**config.mk**
```make
export PLATFORM = sky130hd
export DESIGN_NAME = lc4_mul_issue
export DESIGN_NICKNAME = d
export VERILOG_FILES = /design/src/rtl/lc4_mul_issue.sv
export SDC_FILE = /design/constraint.sdc
export NUM_CORES = 1
export LEC_CHECK = 0
export BUFFER_PORTS_ARGS = -buffer_cell sky130_fd_sc_hd__buf_4
export CELL_PAD_IN_SITES_DETAIL_PLACEMENT = 1
export CELL_PAD_IN_SITES_GLOBAL_PLACEMENT = 1
export CORE_MARGIN = 2
export CORE_UTILIZATION = 36
export CTS_BUF_LIST = sky130_fd_sc_hd__clkbuf_8
export CTS_CLUSTER_DIAMETER = 100
export DETAILED_ROUTE_END_ITERATION = 12
export PLACE_DENSITY = 0.76
export SLEW_MARGIN = 20
export SYNTH_ARGS = -nofsm -noshare
export SYNTH_HDL_FRONTEND = slang
export SYNTH_SLANG_ARGS = --single-unit
```
**constraint.sdc**
```tcl
create_clock -name clk -period 1.9 [get_ports clk]
set_clock_uncertainty 0.15 [all_clocks]
set_input_delay 0.285 -clock clk [delete_from_list [all_inputs] [get_ports clk]]
set_output_delay 0.285 -clock clk [all_outputs]
set_load 0.02 [all_outputs]
```
**src/rtl/lc4_mul_issue.sv**
```systemverilog
// Shift-and-add multiply sequencer: walks the multiplier LSB first and issues
// one ADD (when the bit is set) / SDRL / SDRH group per bit to lc4_alu.
module lc4_mul_issue #(
  parameter int WORD_SIZE = 256,
  parameter int INSN      = 19,
  parameter int CNT_W     = 9
) (
  input  logic                 clk,
  input  logic                 rst,
  input  logic                 i_start,
  input  logic [WORD_SIZE-1:0] i_mult,
  input  logic [CNT_W-1:0]     i_count,
  input  logic [4:0]           i_rd,
  input  logic [4:0]           i_rl,
  input  logic [4:0]           i_rm,
  input  logic                 i_insn_ready,
  output logic [INSN:0]        o_insn,
  output logic                 o_insn_valid,
  output logic                 o_busy,
  output logic [CNT_W-1:0]     o_iter,
  output logic                 o_done
);

  typedef enum logic [2:0] {
    S_IDLE = 3'd0,
    S_ADD  = 3'd1,
    S_SDRL = 3'd2,
    S_SDRH = 3'd3,
    S_DONE = 3'd4
  } state_t;

  localparam logic [4:0]       OP_ADD  = 5'b00101;
  localparam logic [4:0]       OP_SDRL = 5'b01111;
  localparam logic [4:0]       OP_SDRH = 5'b01110;
  localparam logic [CNT_W-1:0] MAX_CNT = CNT_W'(WORD_SIZE);
  localparam logic [CNT_W-1:0] ONE_CNT = {{(CNT_W-1){1'b0}}, 1'b1};
  localparam logic [INSN:0]    NOP     = {(INSN+1){1'b0}};

  state_t               r_state;
  state_t               w_next;
  logic [WORD_SIZE-1:0] r_m;
  logic [CNT_W-1:0]     r_rem;
  logic [CNT_W-1:0]     r_iter;
  logic [4:0]           r_rd;
  logic [4:0]           r_rl;
  logic [4:0]           r_rm;
  logic [INSN:0]        r_insn;
  logic                 r_valid;
  logic                 r_busy;
  logic                 r_done;

  logic                 w_accept;
  logic                 w_start_acc;
  logic                 w_sdrh_acc;
  logic [CNT_W-1:0]     w_load_cnt;
  logic [4:0]           w_rd;
  logic [4:0]           w_rl;
  logic [4:0]           w_rm;
  logic [INSN:0]        w_insn;
  logic                 w_valid;
  logic                 w_done;

  assign w_accept    = r_valid & i_insn_ready;
  assign w_start_acc = (r_state == S_IDLE) & i_start;
  assign w_sdrh_acc  = (r_state == S_SDRH) & w_accept;
  assign w_load_cnt  = (i_count > MAX_CNT) ? MAX_CNT : i_count;

  always_ff @(posedge clk) begin
    if (rst) begin
      r_state <= S_IDLE;
    end else begin
      r_state <= w_next;
    end
  end

  always_comb begin
    w_next = r_state;
    case (r_state)
      S_IDLE: begin
        if (i_start) begin
          if (w_load_cnt == {CNT_W{1'b0}}) begin
            w_next = S_DONE;
          end else if (i_mult[0]) begin
            w_next = S_ADD;
          end else begin
            w_next = S_SDRL;
          end
        end else begin
          w_next = S_IDLE;
        end
      end
      S_ADD: begin
        if (w_accept) begin
          w_next = S_SDRL;
        end else begin
          w_next = S_ADD;
        end
      end
      S_SDRL: begin
        if (w_accept) begin
          w_next = S_SDRH;
        end else begin
          w_next = S_SDRL;
        end
      end
      S_SDRH: begin
        // Look one bit ahead: after the shift, the new M[0] is today's M[1].
        if (!w_accept) begin
          w_next = S_SDRH;
        end else if (r_rem == ONE_CNT) begin
          w_next = S_DONE;
        end else if (r_m[1]) begin
          w_next = S_ADD;
        end else begin
          w_next = S_SDRL;
        end
      end
      S_DONE:  w_next = S_IDLE;
      default: w_next = S_IDLE;
    endcase
  end

  // Outputs are precomputed from the next state so the registered word lines up with it.
  always_comb begin
    w_rd    = w_start_acc ? i_rd : r_rd;
    w_rl    = w_start_acc ? i_rl : r_rl;
    w_rm    = w_start_acc ? i_rm : r_rm;
    w_insn  = NOP;
    w_valid = 1'b0;
    w_done  = 1'b0;
    case (w_next)
      S_ADD: begin
        w_insn  = {OP_ADD, w_rd, w_rd, w_rm};
        w_valid = 1'b1;
      end
      S_SDRL: begin
        w_insn  = {OP_SDRL, w_rl, w_rd, w_rl};
        w_valid = 1'b1;
      end
      S_SDRH: begin
        w_insn  = {OP_SDRH, w_rd, w_rd, 5'b00000};
        w_valid = 1'b1;
      end
      S_DONE: begin
        w_done = 1'b1;
      end
      default: begin
        w_insn  = NOP;
        w_valid = 1'b0;
      end
    endcase
  end

  always_ff @(posedge clk) begin
    if (rst) begin
      r_m     <= {WORD_SIZE{1'b0}};
      r_rem   <= {CNT_W{1'b0}};
      r_iter  <= {CNT_W{1'b0}};
      r_rd    <= 5'd0;
      r_rl    <= 5'd0;
      r_rm    <= 5'd0;
      r_insn  <= NOP;
      r_valid <= 1'b0;
      r_busy  <= 1'b0;
      r_done  <= 1'b0;
    end else begin
      r_insn  <= w_insn;
      r_valid <= w_valid;
      r_busy  <= w_valid;
      r_done  <= w_done;
      if (w_start_acc) begin
        r_m    <= i_mult;
        r_rem  <= w_load_cnt;
        r_iter <= {CNT_W{1'b0}};
        r_rd   <= i_rd;
        r_rl   <= i_rl;
        r_rm   <= i_rm;
      end else if (w_sdrh_acc) begin
        r_m   <= {1'b0, r_m[WORD_SIZE-1:1]};
        r_rem <= r_rem - ONE_CNT;
        if (r_iter != MAX_CNT) begin
          r_iter <= r_iter + ONE_CNT;
        end else begin
          r_iter <= r_iter;
        end
      end else begin
        r_m   <= r_m;
        r_rem <= r_rem;
      end
    end
  end

  assign o_insn       = r_insn;
  assign o_insn_valid = r_valid;
  assign o_busy       = r_busy;
  assign o_iter       = r_iter;
  assign o_done       = r_done;

endmodule
```
==> results.md, run 1 <==
* Status: stopped before the end
* Last stage: global routing
* Stop Error: [ERROR GRT-0232] Routing congestion too high. Check the congestion heatmap in the GUI.
* Synth unique cells at 52
* Chip width at 195.5 um
* FF+latch count, synth at 311
* Chip height at 195.5 um
* Synthesized area per cell at 7.976 um2
* Dpl hpwl at 29.34 mm
* Ys flop type: dfxtp_1
* Worst_ep grt: o_insn[13]$_SDFF_PP0_/D
* # IOs at 316
* DP Worst Slack at -0.2785 ns
* PortBufs at 314
* Worst ep type: register input
* Starting density of the core at 0.3632
* Deepest clock path buffer count at 3
* Yosys warnings at 0
* Initial antenna violation count at 15
* Post-DP Area at 16710 um2
* Synth top area share at 0.4717
* Clock sink count at 311
* Gr ovfl total at 97
* Seq/Total Area, Yosys at 0.4717
* CTS Buf Count at 54
* Rows at 70
* Async SR Flop Fraction at 0
* Largest net degree at the start of global routing at 80
* Placer congestion estimate at 0.8246
* H-Tree Level Count at 2
* Post-synthesis cell area at 13200 um2
* Synth area leader: dfxtp_1
* Clock root buffer: clkbuf_8
* Cells after synthesis at 1655
* Total global-route track usage at 0.6807
* Syn_nets at 1943
* Top cells by area, synth: dfxtp_1, nor2_1, a311oi_1
* EDFF count, synth at 0
[layer usage]
metal	overflow	global-route usage
met1	0	0.6290
met5	0	0.05364
met4	44	0.7953
met3	0	0.4437
met2	53	0.9369
[timing repair]
item | 4_1_cts
pin swaps | 15
cloned | 15
hold buffers | 281
endpoints found under the hold margin | 296
gates resized for setup | 120
buffers inserted | 26
endpoints found under the setup margin | 269
[Yosys cell counts (all sizes together) (2+ instances only)]
library cell  number
nor2             450
nor4              88
nand2b             2
xor2               5
nor3b              3
xnor2              5
buf               50
mux2i              6
a21oi             20
nand4              4
nand2            370
o21ai              6
and3               2
o31ai              2
nor2b              4
ha                 4
nor3               2
o21bai             2
dfxtp            311
clkbuf            96
a211oi             4
inv                9
and4b              2
a22o              11
or3                3
nand3              5
nor4b              3
or4                2
a311oi           172
[kinds of logic after synthesis]
kind of cell | count (synthesis) | share of synthesized area
other | 1 | 0.0002841
AND/OR/NAND/NOR | 943 | 0.3192
adder cells (fa/ha/maj) | 4 | 0.003792
buffers and inverters | 155 | 0.05052
AO/OA/AOI/OAI | 224 | 0.1425
flip-flops | 311 | 0.4717
XOR/XNOR | 10 | 0.006635
multiplexers | 7 | 0.005403
[per-stage QoR]
step | setup TNS, ns | std cells
after global placement | -6.871 | 2393
after floorplan | -0.08221 | 1655
after CTS | -8.232 | 2808
after detailed placement | -14.47 | 2393
==> run 2: changes to the inputs <==
==> config.mk (replaced) <==
export PLATFORM = sky130hd
export DESIGN_NAME = lc4_mul_issue
export DESIGN_NICKNAME = d
export VERILOG_FILES = /design/src/rtl/lc4_mul_issue.sv
export SDC_FILE = /design/constraint.sdc
export NUM_CORES = 1
export LEC_CHECK = 0
export BUFFER_PORTS_ARGS = -buffer_cell sky130_fd_sc_hd__buf_4
export CORE_MARGIN = 2
export CORE_UTILIZATION = 25
export DETAILED_ROUTE_END_ITERATION = 12
export PLACE_DENSITY_LB_ADDON = 0.15
export SLEW_MARGIN = 20
export SYNTH_ARGS = -nofsm -noshare
export SYNTH_HDL_FRONTEND = slang
export SYNTH_SLANG_ARGS = --single-unit
==> constraint.sdc (replaced) <==
create_clock -name clk -period 2.5 [get_ports clk]
set_clock_uncertainty 0.15 [all_clocks]
set_input_delay 0.375 -clock clk [delete_from_list [all_inputs] [get_ports clk]]
set_output_delay 0.375 -clock clk [all_outputs]
set_load 0.02 [all_outputs]
==> run 2 against run 1 <==
The flow now finishes without violations; area after synthesis stayed put; synthesized cell count did not move.
==> results.md, run 2 <==
* Via count at 13273
* Min Tclk post-route at 2.385 ns
* Total global-route track usage at 0.1491
* RSZ-0062 raised after global routing: no
* Hold Vio Cnt, Final at 0
* Largest net degree at the start of global routing at 100
* Max_slew headroom at 0.4682
* DR pass1 iterations at 7
* Share of cells above drive strength 1 at 0.2192
* Setup WS post-layout at 0.1153 ns
* Most frequent cells in the layout: nor2_1, nand2_1, buf_4
* Chip height at 233.8 um (was 195.5 um)
* Seq/Total Area, Yosys at 0.4717 (unchanged)
* Full die area at 54660 um2
* Ys flop type: dfxtp_1 (unchanged)
* Drt drc at 0
* Hold Path End: r_m[168]
* Min-delay src: i_mult[168]
* Placer congestion estimate at 0.7838 (was 0.8246)
* P per Cell Area at 722.2 nW/um2
* Synth top area share at 0.4717 (unchanged)
* DP Worst Slack at 0.1747 ns (was -0.2785 ns)
* CTS Buf Count at 39 (was 54)
* Max_cap viols at 0
* H-Tree Level Count at 2 (unchanged)
* Deepest clock path buffer count at 3 (unchanged)
* Vias in the first global route at 13025
* Synth area leader: dfxtp_1 (unchanged)
* Cells after synthesis at 1655 (unchanged)
* PortBufs at 314 (unchanged)
* Fillers at 5389
* WHS Path Cells at 3
* Worst-path clk slew at 0.06 ns
* Cts repair resizes at 0 (was 120)
* Layout area overhead at 52.62%
* Max-slew violations at 0
* R2R setup slack at 0.28 ns
* Slew of the pin with the lowest slew margin at 0.7977 ns
* Largest register FFs at 255
* Met1 Use GR at 0.1970
* Dpl hpwl at 27.11 mm (was 29.34 mm)
* Final TNS setup at 0 ns
* Setup violators final at 0
* Async SR Flop Fraction at 0 (unchanged)
* M3 GR Usage at 0.03307
* Crit Path Max Fanout at 8
* Syn_nets at 1943 (unchanged)
* EDFF count, synth at 0 (unchanged)
* CTS tree: built
* Critical R2R Launch: r_state[2]
* Post-synth top cells: nor2_1, nand2_1, dfxtp_1 (unchanged)
* Max Freq at 419.3 MHz
* Post-route ant nets at 0
* Number of cells on the worst reg-to-reg path at 6
* Commonest non-fill, non-tap cell in the layout: nor2_1
* Chip width at 233.8 um (was 195.5 um)
* Gr ovfl total at 0
* FF+latch count, synth at 311 (unchanged)
* R2R Path End: r_m[34]
* Largest reg by FF count: r_m
* GRT Max-Usage Layer: met2
* Clock sink count at 311 (unchanged)
* Core ar. at 52340 um2
* Initial antenna violation count at 5
* Critical path arrival at 2.65 ns
* # IOs at 316 (unchanged)
* Leakage at 8.079 nW
* CP Capture Type: register
* Hold/Removal Path Class: primary input to register
* Nets at 2437
* Final period utilization at 0.9539
* Synth unique cells at 52 (unchanged)
* GR Layer Usage met2 at 0.2426
* First-pass GRT wire length at 67.28 mm
* Most frequent cell after synthesis: nor2_1 (unchanged)
* Rows at 84 (was 70)
* Status: complete, no violations (was stopped before the end)
* Post-synthesis cell area at 13200 um2 (unchanged)
* DR WL/cell at 14.83 um
* Via/cell ratio at 4.626
* Worst setup SP type: primary input
* Clock root buffer: clkbuf_16 (was clkbuf_8)
* DRT iter0 DRCs at 716
* Yosys warnings at 0 (unchanged)
* Top cells by area, synth: dfxtp_1, nor2_1, a311oi_1 (unchanged)
* Peak VDD IR at 388.1 uV
* Synthesized area per cell at 7.976 um2 (unchanged)
* Worst Path Class, Setup: primary input to register
* Critical path data required time at 2.76 ns
* Starting density of the core at 0.2522 (was 0.3632)
* Routed wire length at 42.54 mm
* Clk Latency, worst-skew pair at 0.55 ns
* PnR Total Power at 0.01455 W
run 2: cell counts after synthesis:
Identical to the previous run, type by type.
run 2: power breakdown:
group          leakage (nW)  internal [W]  switching [W]  total, W
clock                 0.640       0.00358        0.00223   0.00581
combinational          4.87       0.00131        0.00145   0.00275
sequential             2.57       0.00564       0.000346   0.00598
total                  8.08        0.0105        0.00402    0.0145
run 2: worst max-delay path by stage:
| stage | startpoint | end | slack [ns] | depth (start not counted) |
|---|---|---|---|---|
| after floorplan | i_count[0] | o_insn[4] | 0.43 | 5 |
| after global placement | i_count[0] | o_insn[15] | 0.18 | 6 |
| after detailed placement | i_count[0] | o_insn[4] | 0.17 | 6 |
| after CTS | i_count[4] | o_insn[4] | 0.18 | 7 |
| after global routing | i_count[4] | o_insn[9] | 0.03 | 7 |
| final | i_count[4] | o_insn[15] | 0.12 | 7 |
run 2: repair_timing:
| action | in CTS | in global routing |
|---|---|---|
| buffers inserted | 0 | 0 |
| hold endpoints to repair | 251 | 0 |
| hold buffers | 247 | 0 |
| endpoints found under the setup margin | 0 | 0 |
run 2: layout make-up:
cell class | count | area, um2 | area share
tap | 688 | 860.8 | 0.04273
antenna | 5 | 12.51 | 0.0006211
sequential | 311 | 6226 | 0.3090
clock buffer | 56 | 1141 | 0.05664
multi-input combinational | 1189 | 6329 | 0.3141
clock inverter | 12 | 182.7 | 0.009068
inverter | 9 | 33.78 | 0.001677
timing repair buffer | 599 | 5360 | 0.2661
run 2: layer usage:
metal	part of all wire	up-vias	wire length, um
li1	-	6702	-
met1	0.46	6244	19560
met2	0.47	257	20020
met3	0.047	70	1982
met4	0.023	0	985
met5	0	-	0
run 2: stage by stage:
step	area, um2	hold slack [ns]	utilization	std cells
3_5_place_dp	16340	0.3067	0.3121	2549
4_1_cts	20130	0.0002649	0.3847	2864
3_3_place_gp	16340	0.3031	0.3121	2549
6_report	20150	0.03661	0.3849	2869
2_1_floorplan	13200	0.2899	-	1655
5_1_grt	20150	0.006340	0.3849	2869
run 2: worst max-delay path: stages:
cell and delay, ns:
dlygate4sd3_1 0.54, buf_4 0.14, or4_4 0.55, o31ai_4 0.31, o311ai_0 0.29, o21bai_2 0.37
a21oi_1 0.07
run 2: kinds of logic after synthesis:
| group | share of synthesized area |
|---|---|
| and+or+nand+nor | 0.3192 |
| DFF | 0.4717 |
| AOI/OAI and AO/OA | 0.1425 |
| buffers and inverters | 0.05052 |
| xor gates and xnor gates | 0.006635 |
| muxes | 0.005403 |
| adders and majority gates | 0.003792 |
| other | 0.0002841 |
No activity file was read; power rests on OpenSTA's default activity.
